File: config.mk
export PLATFORM = sky130hd
export DESIGN_NAME = regfile_write_ctrl
export DESIGN_NICKNAME = d
export VERILOG_FILES = /design/src/rtl/regfile_pkg.sv /design/src/rtl/rr_arbiter.sv /design/src/rtl/regfile_write_ctrl.sv
export SDC_FILE = /design/constraint.sdc
export NUM_CORES = 1
export LEC_CHECK = 0
export CAP_MARGIN = 20
export CORE_ASPECT_RATIO = 1.1
export CORE_MARGIN = 8
export CORE_UTILIZATION = 40
export CTS_CLUSTER_SIZE = 10
export DETAILED_ROUTE_END_ITERATION = 10
export GPL_ROUTABILITY_DRIVEN = 0
export GPL_TIMING_DRIVEN = 0
export PLACE_DENSITY = 0.88
export SLEW_MARGIN = 20
export SYNTH_ARGS = -nofsm -noshare
export SYNTH_HDL_FRONTEND = slang
export SYNTH_SLANG_ARGS = --single-unit
File: constraint.sdc
create_clock -name clk -period 2.4 [get_ports clk]
set_input_delay 0.6 -clock clk [delete_from_list [all_inputs] [get_ports clk]]
set_output_delay 0.6 -clock clk [all_outputs]
set_load 0.1 [all_outputs]
File: src/rtl/regfile_pkg.sv
// Shared constants and state encoding for the register-file write controller.
package regfile_pkg;
    localparam int ADDR_W   = 3;
    localparam int NUM_REGS = 8;

    typedef enum logic {
        IDLE  = 1'b0,
        CLEAR = 1'b1
    } state_e;
endpackage

File: src/rtl/rr_arbiter.sv
// Combinational round-robin search: first eligible requester at or above rr_ptr, modulo NREQ.
module rr_arbiter #(
    parameter int NREQ  = 4,
    parameter int PTR_W = 2
) (
    input  logic [NREQ-1:0]  eligible,
    input  logic [PTR_W-1:0] rr_ptr,
    output logic             found,
    output logic [PTR_W-1:0] winner
);

    // Walk the offsets from farthest to nearest so the nearest hit overwrites the rest.
    always_comb begin
        found  = 1'b0;
        winner = '0;
        for (int k = NREQ - 1; k >= 0; k--) begin
            if (eligible[(int'(rr_ptr) + k) % NREQ]) begin
                found  = 1'b1;
                winner = PTR_W'((int'(rr_ptr) + k) % NREQ);
            end
        end
    end

endmodule

File: src/rtl/regfile_write_ctrl.sv
// Round-robin write-port controller for the 8-entry register file, with a sequenced clear.
//   state | meaning
//   IDLE  | arbitrate requesters, one registered write per winning cycle
//   CLEAR | write zero to addresses 0..7, one per cycle, grants suppressed
module regfile_write_ctrl #(
    parameter int NREQ   = 4,
    parameter int DATA_W = 8,
    parameter int ADDR_W = 3
) (
    input  logic                     clk,
    input  logic                     rst_n,
    input  logic [NREQ-1:0]          req,
    input  logic [NREQ*ADDR_W-1:0]   req_addr,
    input  logic [NREQ*DATA_W-1:0]   req_data,
    output logic [NREQ-1:0]          gnt,
    input  logic                     clr_req,
    output logic                     wr_en,
    output logic [ADDR_W-1:0]        wr_addr,
    output logic [DATA_W-1:0]        wr_data,
    output logic                     busy,
    output logic                     clr_done
);
    import regfile_pkg::*;

    localparam int PTR_W = (NREQ > 1) ? $clog2(NREQ) : 1;
    localparam logic [ADDR_W-1:0] LAST_ADDR = ADDR_W'(NUM_REGS - 1);

    state_e             state, state_nxt;
    logic [PTR_W-1:0]   rr_ptr, rr_ptr_nxt, winner;
    logic               found;
    logic [NREQ-1:0]    eligible, gnt_nxt;
    logic               wr_en_nxt, busy_nxt, clr_done_nxt;
    logic [ADDR_W-1:0]  wr_addr_nxt;
    logic [DATA_W-1:0]  wr_data_nxt;

    // The requester granted this cycle is still holding req; mask it out.
    assign eligible = req & ~gnt;

    rr_arbiter #(
        .NREQ  (NREQ),
        .PTR_W (PTR_W)
    ) u_arb (
        .eligible (eligible),
        .rr_ptr   (rr_ptr),
        .found    (found),
        .winner   (winner)
    );

    always_comb begin
        state_nxt    = state;
        rr_ptr_nxt   = rr_ptr;
        gnt_nxt      = '0;
        wr_en_nxt    = 1'b0;
        wr_addr_nxt  = wr_addr;
        wr_data_nxt  = wr_data;
        busy_nxt     = 1'b0;
        clr_done_nxt = 1'b0;

        if (state == CLEAR && wr_addr != LAST_ADDR) begin
            busy_nxt     = 1'b1;
            wr_en_nxt    = 1'b1;
            wr_addr_nxt  = wr_addr + ADDR_W'(1);
            wr_data_nxt  = '0;
            clr_done_nxt = (wr_addr_nxt == LAST_ADDR);
        end else if (state == IDLE && clr_req) begin
            state_nxt   = CLEAR;
            busy_nxt    = 1'b1;
            wr_en_nxt   = 1'b1;
            wr_addr_nxt = '0;
            wr_data_nxt = '0;
        end else begin
            // Last clear write also falls through here: arbitration resumes immediately.
            state_nxt = IDLE;
            if (found) begin
                wr_en_nxt       = 1'b1;
                gnt_nxt[winner] = 1'b1;
                wr_addr_nxt     = req_addr[int'(winner)*ADDR_W +: ADDR_W];
                wr_data_nxt     = req_data[int'(winner)*DATA_W +: DATA_W];
                rr_ptr_nxt      = (winner == PTR_W'(NREQ - 1)) ? '0 : winner + PTR_W'(1);
            end
        end
    end

    always_ff @(posedge clk or negedge rst_n) begin
        if (!rst_n) begin
            state    <= IDLE;
            rr_ptr   <= '0;
            gnt      <= '0;
            wr_en    <= 1'b0;
            wr_addr  <= '0;
            wr_data  <= '0;
            busy     <= 1'b0;
            clr_done <= 1'b0;
        end else begin
            state    <= state_nxt;
            rr_ptr   <= rr_ptr_nxt;
            gnt      <= gnt_nxt;
            wr_en    <= wr_en_nxt;
            wr_addr  <= wr_addr_nxt;
            wr_data  <= wr_data_nxt;
            busy     <= busy_nxt;
            clr_done <= clr_done_nxt;
        end
    end

endmodule

==> results of run 1 <==
registers in the layout, indices dropped and copies added (netlist names):
| name | flops |
|---|---|
| clr_done | 1 |
| wr_en | 1 |
| wr_data | 8 |
| rr_ptr | 2 |
| gnt | 4 |
| busy | 1 |
| wr_addr | 3 |
| state | 1 |
stage by stage:
step,power [uW],setup WS [ps],hold slack [ps]
after floorplan,2280,45.1,304
after global placement,2790,-305,490
after detailed placement,2830,-303,500
after CTS,2930,4.19,522
after global routing,3160,-5.08,557
final,2980,47.8,523
power by group:
part           total (uW)  switching (uW)  internal (uW)  leakage, uW
Clock                 180             115           64.9    0.0000150
Sequential            595            90.3            505     0.000261
Combinational        2200            1570            635     0.000721
per-layer routing:
layer  vias to the layer above  wire length (um)  global-route usage (%)
met5                         -                 0                       0
met1                       685              1910                    18.6
met2                        52              2070                    25.2
met3                         7               329                    4.63
li1                        709                 -                       -
met4                         0                65                    5.52
worst max-delay path, delay by kind of cell:
family	cells	cell delay (ps)
and+or+nand+nor	3	630
AOI/OAI and AO/OA	1	180
buffers and inverters	2	650
muxes	1	500
layout make-up:
| cell class | instances | area share, % |
|---|---|---|
| multi-input cells | 108 | 36.3 |
| repair buffers | 72 | 31.9 |
| flip-flops and latches | 21 | 24.2 |
| well taps | 48 | 2.74 |
| plain buffers | 7 | 2.05 |
| inverters | 10 | 1.71 |
| clock buffers | 4 | 1.20 |
worst min-delay path by stage:
| stage | end | slack, ps | cells past startpoint | from |
|---|---|---|---|---|
| after global placement | state | 490 | 1 | state |
| final | wr_data[4] | 520 | 2 | wr_data[4] |
| after global routing | wr_data[6] | 560 | 2 | wr_data[6] |
| after CTS | state | 520 | 1 | state |
| after detailed placement | wr_data[3] | 500 | 2 | wr_data[3] |
| after floorplan | busy | 300 | 0 | rst_n |
timing repair:
| item | in CTS | in global routing |
|---|---|---|
| pin swaps | 0 | 1 |
| setup endpoints to repair | 15 | 14 |
| resized for setup | 15 | 10 |
| hold buffers | 0 | 0 |
| buffers inserted | 0 | 4 |
Yosys cell counts, types with 2 or more instances:
cell type  count
mux2i_1        9
o31a_1         2
nand2b_1       4
a211oi_1       5
a21o_1         2
nand2_1       14
o21a_1         2
nor2b_1        5
o211ai_1       8
o21ai_1        2
nor2_1         4
buf_4          2
inv_1         10
nor3_1         2
o31ai_1       10
ha_1           4
buf_2          4
dfrtp_1       21
o21ai_0        6
a211o_1        8
nand4_1        8
cells by family (layout without fill, tap and decap cells):
kind of cell | Yosys count | count (layout) | synth area share, %
DFF | 21 | 21 | 37.8
muxes | 11 | 11 | 8.92
adders and majority gates | 4 | 4 | 3.60
buffers and inverters | 17 | 93 | 5.50
AOI/OAI and AO/OA | 49 | 49 | 26.3
and+or+nand+nor | 44 | 44 | 17.8
==> run_results.csv, run 1 <==
group,metric,value,unit
die,floorplan.rows,22,
detailed_routing,wl,4.37,mm
synthesis,synthesis.nets,201,
detailed_routing,detailroute.via_count,1453,
worst_setup_path,cp_slowest_stage_delay,500,ps
clocking,cts-buffers-inserted,3,
placed_design,count_of_placed_standard_cells_including_taps,262,
finish,fraction_of_layout_instances_using_a_drive_strength_above_1,11.3,%
worst_setup_path,setup.worst_path.start,"req[2]",
synthesis,yosysUniqueCellTypes,35,
sta,slew_violations,0,
detailed_routing,vias_per_cell,5.38,
hold_path,worstHoldPathType,"flip-flop to flip-flop",
sta,setup_tns,0,ps
worst_setup_path,critPathCapture,"wr_addr[1]",
worst_setup_path,timing.critical_path.cells,"clkdlybuf4s50_1 > nand2b_1 > or3_1 > buf_6 > nand3_4 > mux4_2 > o21a_1",
finish,post-route-cell-area,0.00220,mm^2
sta,minimum_clock_period,2350,ps
worst_setup_path,worst-r2r-setup-slack,240,ps
grt,grt-ovfl-total,0,
sta,setup_viol,0,
worst_setup_path,endpoint_arrival_time_on_the_critical_path,2560,ps
finish,multi_input_comb_area,797,um^2
placed_design,placedInstanceArea,0.00213,mm^2
worst_setup_path,setup.worst_path.start_class,"primary input",
sta,tightest_slew,979,ps
finish,fillers,281,
finish,syn2layout_area_growth,58.1,%
clocking,clock_sink_count,21,
synthesis,synth_seq_cells,21,
die,core_box_area,0.00333,mm^2
sta,fin_worst_skew,8.74,ps
synthesis,synth_enable_flop_cells,0,
pwr,power.density_cell_area,1360,mW/mm^2
die,initial_core_util,41.7,%
synthesis,post_synthesis_sequential_area_ratio,37.8,%
detailed_routing,first_iter_violations,105,
worst_setup_path,highest_net_fanout_along_the_worst_path,10,
detailed_routing,drt-pass1-iter-count,4,
die,y_dimension_of_the_die,77.8,um
sta,final_cycle_share,98.0,%
detailed_routing,drcViolationCount,0,
sta,maxSlewHeadroom,34.6,%
worst_setup_path,cp-end-kind,"flip-flop",
die,num_io_pins,69,
synthesis,netlist.area_leader.share,37.8,%
clocking,cts_tree,"built",
synthesis,post_synth_main_area_contributors,"dfrtp_1, mux2i_1, o31ai_1",
pwr,ir_drop,0.712,mV
placed_design,place.detailed.hpwl,3.37,mm
die,design.die.area,0.00562,mm^2
grt,antenna_found_initial,0,
die,die-width,72.2,um
finish,sequential_cell_area,531,um^2
pwr,static-leakage-power,0.000998,uW
placed_design,place.port_buffers,68,
worst_setup_path,reg2reg_depth,8,
synthesis,syn_area,0.00139,mm^2
job,max_cap_viol_count,0,
worst_setup_path,critPathSlowestCell,"mux4_2",
clocking,latest_clock_arrival_within_the_worst_skew_pair,310,ps
synthesis,syn-instance-count,146,
finish,layoutNonFillerInstCount,270,
finish,finish.net_count,278,
worst_setup_path,cp.required,2610,ps
detailed_routing,drtAntennaViolNets,0,
sta,fmaxAchievable,0.425,GHz
synthesis,yosysTopAreaCell,"dfrtp_1",
worst_setup_path,path_class,"primary input to flip-flop",
status,status,"complete, no violations",
worst_setup_path,reg2reg_from,"wr_addr[1]",
synthesis,ys_dominant_reg_cell,"dfrtp_1",
synthesis,syn_area_per_cell,9.51,um^2
grt,first_global_vias,1521,
finish,antennaDiodeCount,0,
grt,grtUsageTotal,15.5,%
finish,postLayoutCoreUtil,65.9,%
finish,most_common_library_cell_in_the_layout_ignoring_fill_and_taps,"clkdlybuf4s50_1",
finish,layout_common_cells,"clkdlybuf4s50_1, dfrtp_1, dlygate4sd2_1",
clocking,clock-root-buffer,"clkbuf_4",
worst_setup_path,worstReg2RegEnd,"wr_addr[2]",
grt,grt_start_max_net_pins,22,
clocking,clock_tree.htree_level_count,1,
synthesis,asyncSetResetFlopFracSynth,100,%
grt,grt_pass1_wl,7.05,mm
synthesis,synth-warning-count,0,
clocking,clkTransAtPathRegs,120,ps
sta,final_hold_viol_count,0,
clocking,cts-root-to-sink-buffers,2,
detailed_routing,wl_per_cell,16.2,um
No activity file was read; power rests on OpenSTA's default activity.
==> run 2: changes to the inputs <==
CORE_UTILIZATION = 36   (was 40)
PLACE_DENSITY = 0.84   (was 0.88)
clock period = 1.9 ns   (was 2.4 ns; I/O delays follow)
==> run 2 against run 1 <==
- the run now ends with setup timing left
- final cell count increased by 3.7%
- wire length rose by 18%
- sequential cell count is the same
- design area is 14% higher
- clock power up 71%
- non-clock buffer count is 8 higher
- sequential power is 34% higher
- via count increased by 6.9%
- setup slack lost 150 ps
- hold slack lost 360 ps
- clock-buffer cell count is 1 lower
- die area increased by 8.7%
==> run_results.csv, run 2 (synthesis results as in run 1) <==
group,metric,value,unit
detailed_routing,drt-pass1-iter-count,4,
detailed_routing,detailroute.via_count,1553,
sta,setup_viol,2,
placed_design,place_ws,-655,ps
worst_setup_path,cp.required,2060,ps
finish,multi_input_comb_area,960,um^2
placed_design,place.port_buffers,68,
clocking,cts-buffers-inserted,3,
grt,grtUsageTotal,15.8,%
sta,rsz0062_at_grt,"true",
sta,final_cycle_share,106,%
grt,grt-ovfl-total,0,
die,y_dimension_of_the_die,81.1,um
finish,post-route-cell-area,0.00250,mm^2
clocking,cts_tree,"built",
finish,max_flop_register,"wr_data",
clocking,cts-root-to-sink-buffers,2,
worst_setup_path,timing.critical_path.cells,"nand2b_4 > or3_4 > nand3_4 > mux4_2 > o21a_1",
placed_design,count_of_placed_standard_cells_including_taps,264,
job,max_cap_viol_count,0,
sta,hold_ws,164,ps
finish,largest_register_ff_count,8,
clocking,clock_sink_count,21,
clocking,clock_tree.htree_level_count,1,
placed_design,placedInstanceArea,0.00217,mm^2
finish,syn2layout_area_growth,79.8,%
detailed_routing,wl_per_cell,18.4,um
sta,slew_violations,0,
sta,fin_worst_skew,9.22,ps
worst_setup_path,setup.worst_path.start_class,"flip-flop",
die,floorplan.rows,23,
sta,final_hold_viol_count,0,
finish,sequential_cell_area,542,um^2
finish,layout_common_cells,"clkdlybuf4s50_1, buf_4, clkdlybuf4s15_2",
worst_setup_path,path_class,"flip-flop to flip-flop",
detailed_routing,drcViolationCount,0,
pwr,ir_drop,0.795,mV
detailed_routing,wl,5.16,mm
finish,finish.net_count,286,
grt,first_global_vias,1598,
sta,tightest_slew,954,ps
worst_setup_path,cp-end-kind,"flip-flop",
worst_setup_path,endpoint_arrival_time_on_the_critical_path,2160,ps
finish,layoutNonFillerInstCount,280,
worst_setup_path,critPathSlowestCell,"mux4_2",
die,initial_core_util,37.7,%
grt,grt_pass1_wl,7.65,mm
pwr,power.density_cell_area,1780,mW/mm^2
finish,most_common_library_cell_in_the_layout_ignoring_fill_and_taps,"clkdlybuf4s50_1",
die,core_box_area,0.00368,mm^2
status,violations,"setup timing",
die,num_io_pins,69,
finish,layout_top_registers,"wr_data x8, gnt x4, wr_addr x3",
sta,fmaxAchievable,0.499,GHz
clocking,latest_clock_arrival_within_the_worst_skew_pair,260,ps
die,die-width,75.2,um
worst_setup_path,cp_slowest_stage_delay,520,ps
finish,postLayoutCoreUtil,67.8,%
grt,antenna_found_initial,0,
grt,grt_start_max_net_pins,22,
status,status,"finished, violations left",
finish,antennaDiodeCount,0,
die,design.die.area,0.00610,mm^2
pwr,static-leakage-power,0.00104,uW
sta,minimum_clock_period,2000,ps
sta,maxSlewHeadroom,36.6,%
finish,fillers,296,
detailed_routing,drtAntennaViolNets,0,
sta,final_critical_path_setup_slack,-105,ps
detailed_routing,vias_per_cell,5.55,
detailed_routing,first_iter_violations,90,
hold_path,worstHoldPathType,"primary input to asynchronous set/reset pin",
worst_setup_path,highest_net_fanout_along_the_worst_path,4,
placed_design,place.detailed.hpwl,3.53,mm
clocking,clkTransAtPathRegs,90,ps
finish,fraction_of_layout_instances_using_a_drive_strength_above_1,31.7,%
clocking,clock-root-buffer,"clkbuf_8",
run 2: cell count changes in the layout (fill, tap and decap cells not counted), moves of 5 or more:
cell | before | now
dlygate4sd2_1 | 15 | 3
buf_4 | 6 | 16
clkdlybuf4s15_2 | 0 | 16
clkdlybuf4s50_1 | 50 | 45
run 2: final cells by class:
class                      instances  share of cell area, %
buffer                             5                   2.10
clock buffer                       3                   1.65
clock inverter                     1                  0.200
inverter                          10                   1.60
multi-input combinational        108                   38.4
sequential                        21                   21.7
tap                               50                   2.51
timing repair buffer              82                   31.8
run 2: routing by layer:
metal | up-vias | global-route usage, % | share of wire, %
met4 | 0 | 4.42 | 2.1
met5 | - | 0 | 0
met1 | 741 | 18.8 | 39
li1 | 725 | - | -
met2 | 75 | 26.8 | 51
met3 | 12 | 4.56 | 7.8
run 2: path summary, 6_finish.rpt:
path	start	endpoint	slack, ps	depth (start not counted)
max in group asynchronous	rst_n	gnt[2]	1350	1
min in group clk	wr_data[4]	wr_data[4]	520	2
min reg2reg	wr_data[4]	wr_data[4]	520	2
max	gnt[2]	wr_addr[1]	-100	5
min	rst_n	wr_addr[1]	160	1
max reg2reg	gnt[2]	wr_addr[1]	-100	5
run 2: metrics by stage:
step	total power, uW	setup TNS [ps]
5_1_grt	4660	-369
2_1_floorplan	2930	-1240
4_1_cts	4120	-560
3_5_place_dp	3650	-9330
6_report	4450	-186
3_3_place_gp	3580	-8970
run 2: where the power goes:
group,switching (uW),internal (uW)
clock network,161,146
registers,144,655
logic,2220,1120
total,2530,1920
run 2: what timing repair did:
item / 4_1_cts / 5_1_grt
buffers inserted: 8 / 7
gates resized for setup: 77 / 21
endpoints found under the setup margin: 35 / 16
hold buffers: 0 / 0
pin swaps: 5 / 4
run 2: critical path, delay by kind of cell, from the launching register on:
kind               cells  cell delay (ps)
and+or+nand+nor        3              690
muxes                  1              520
DFF                    1              490
AOI/OAI and AO/OA      1              200
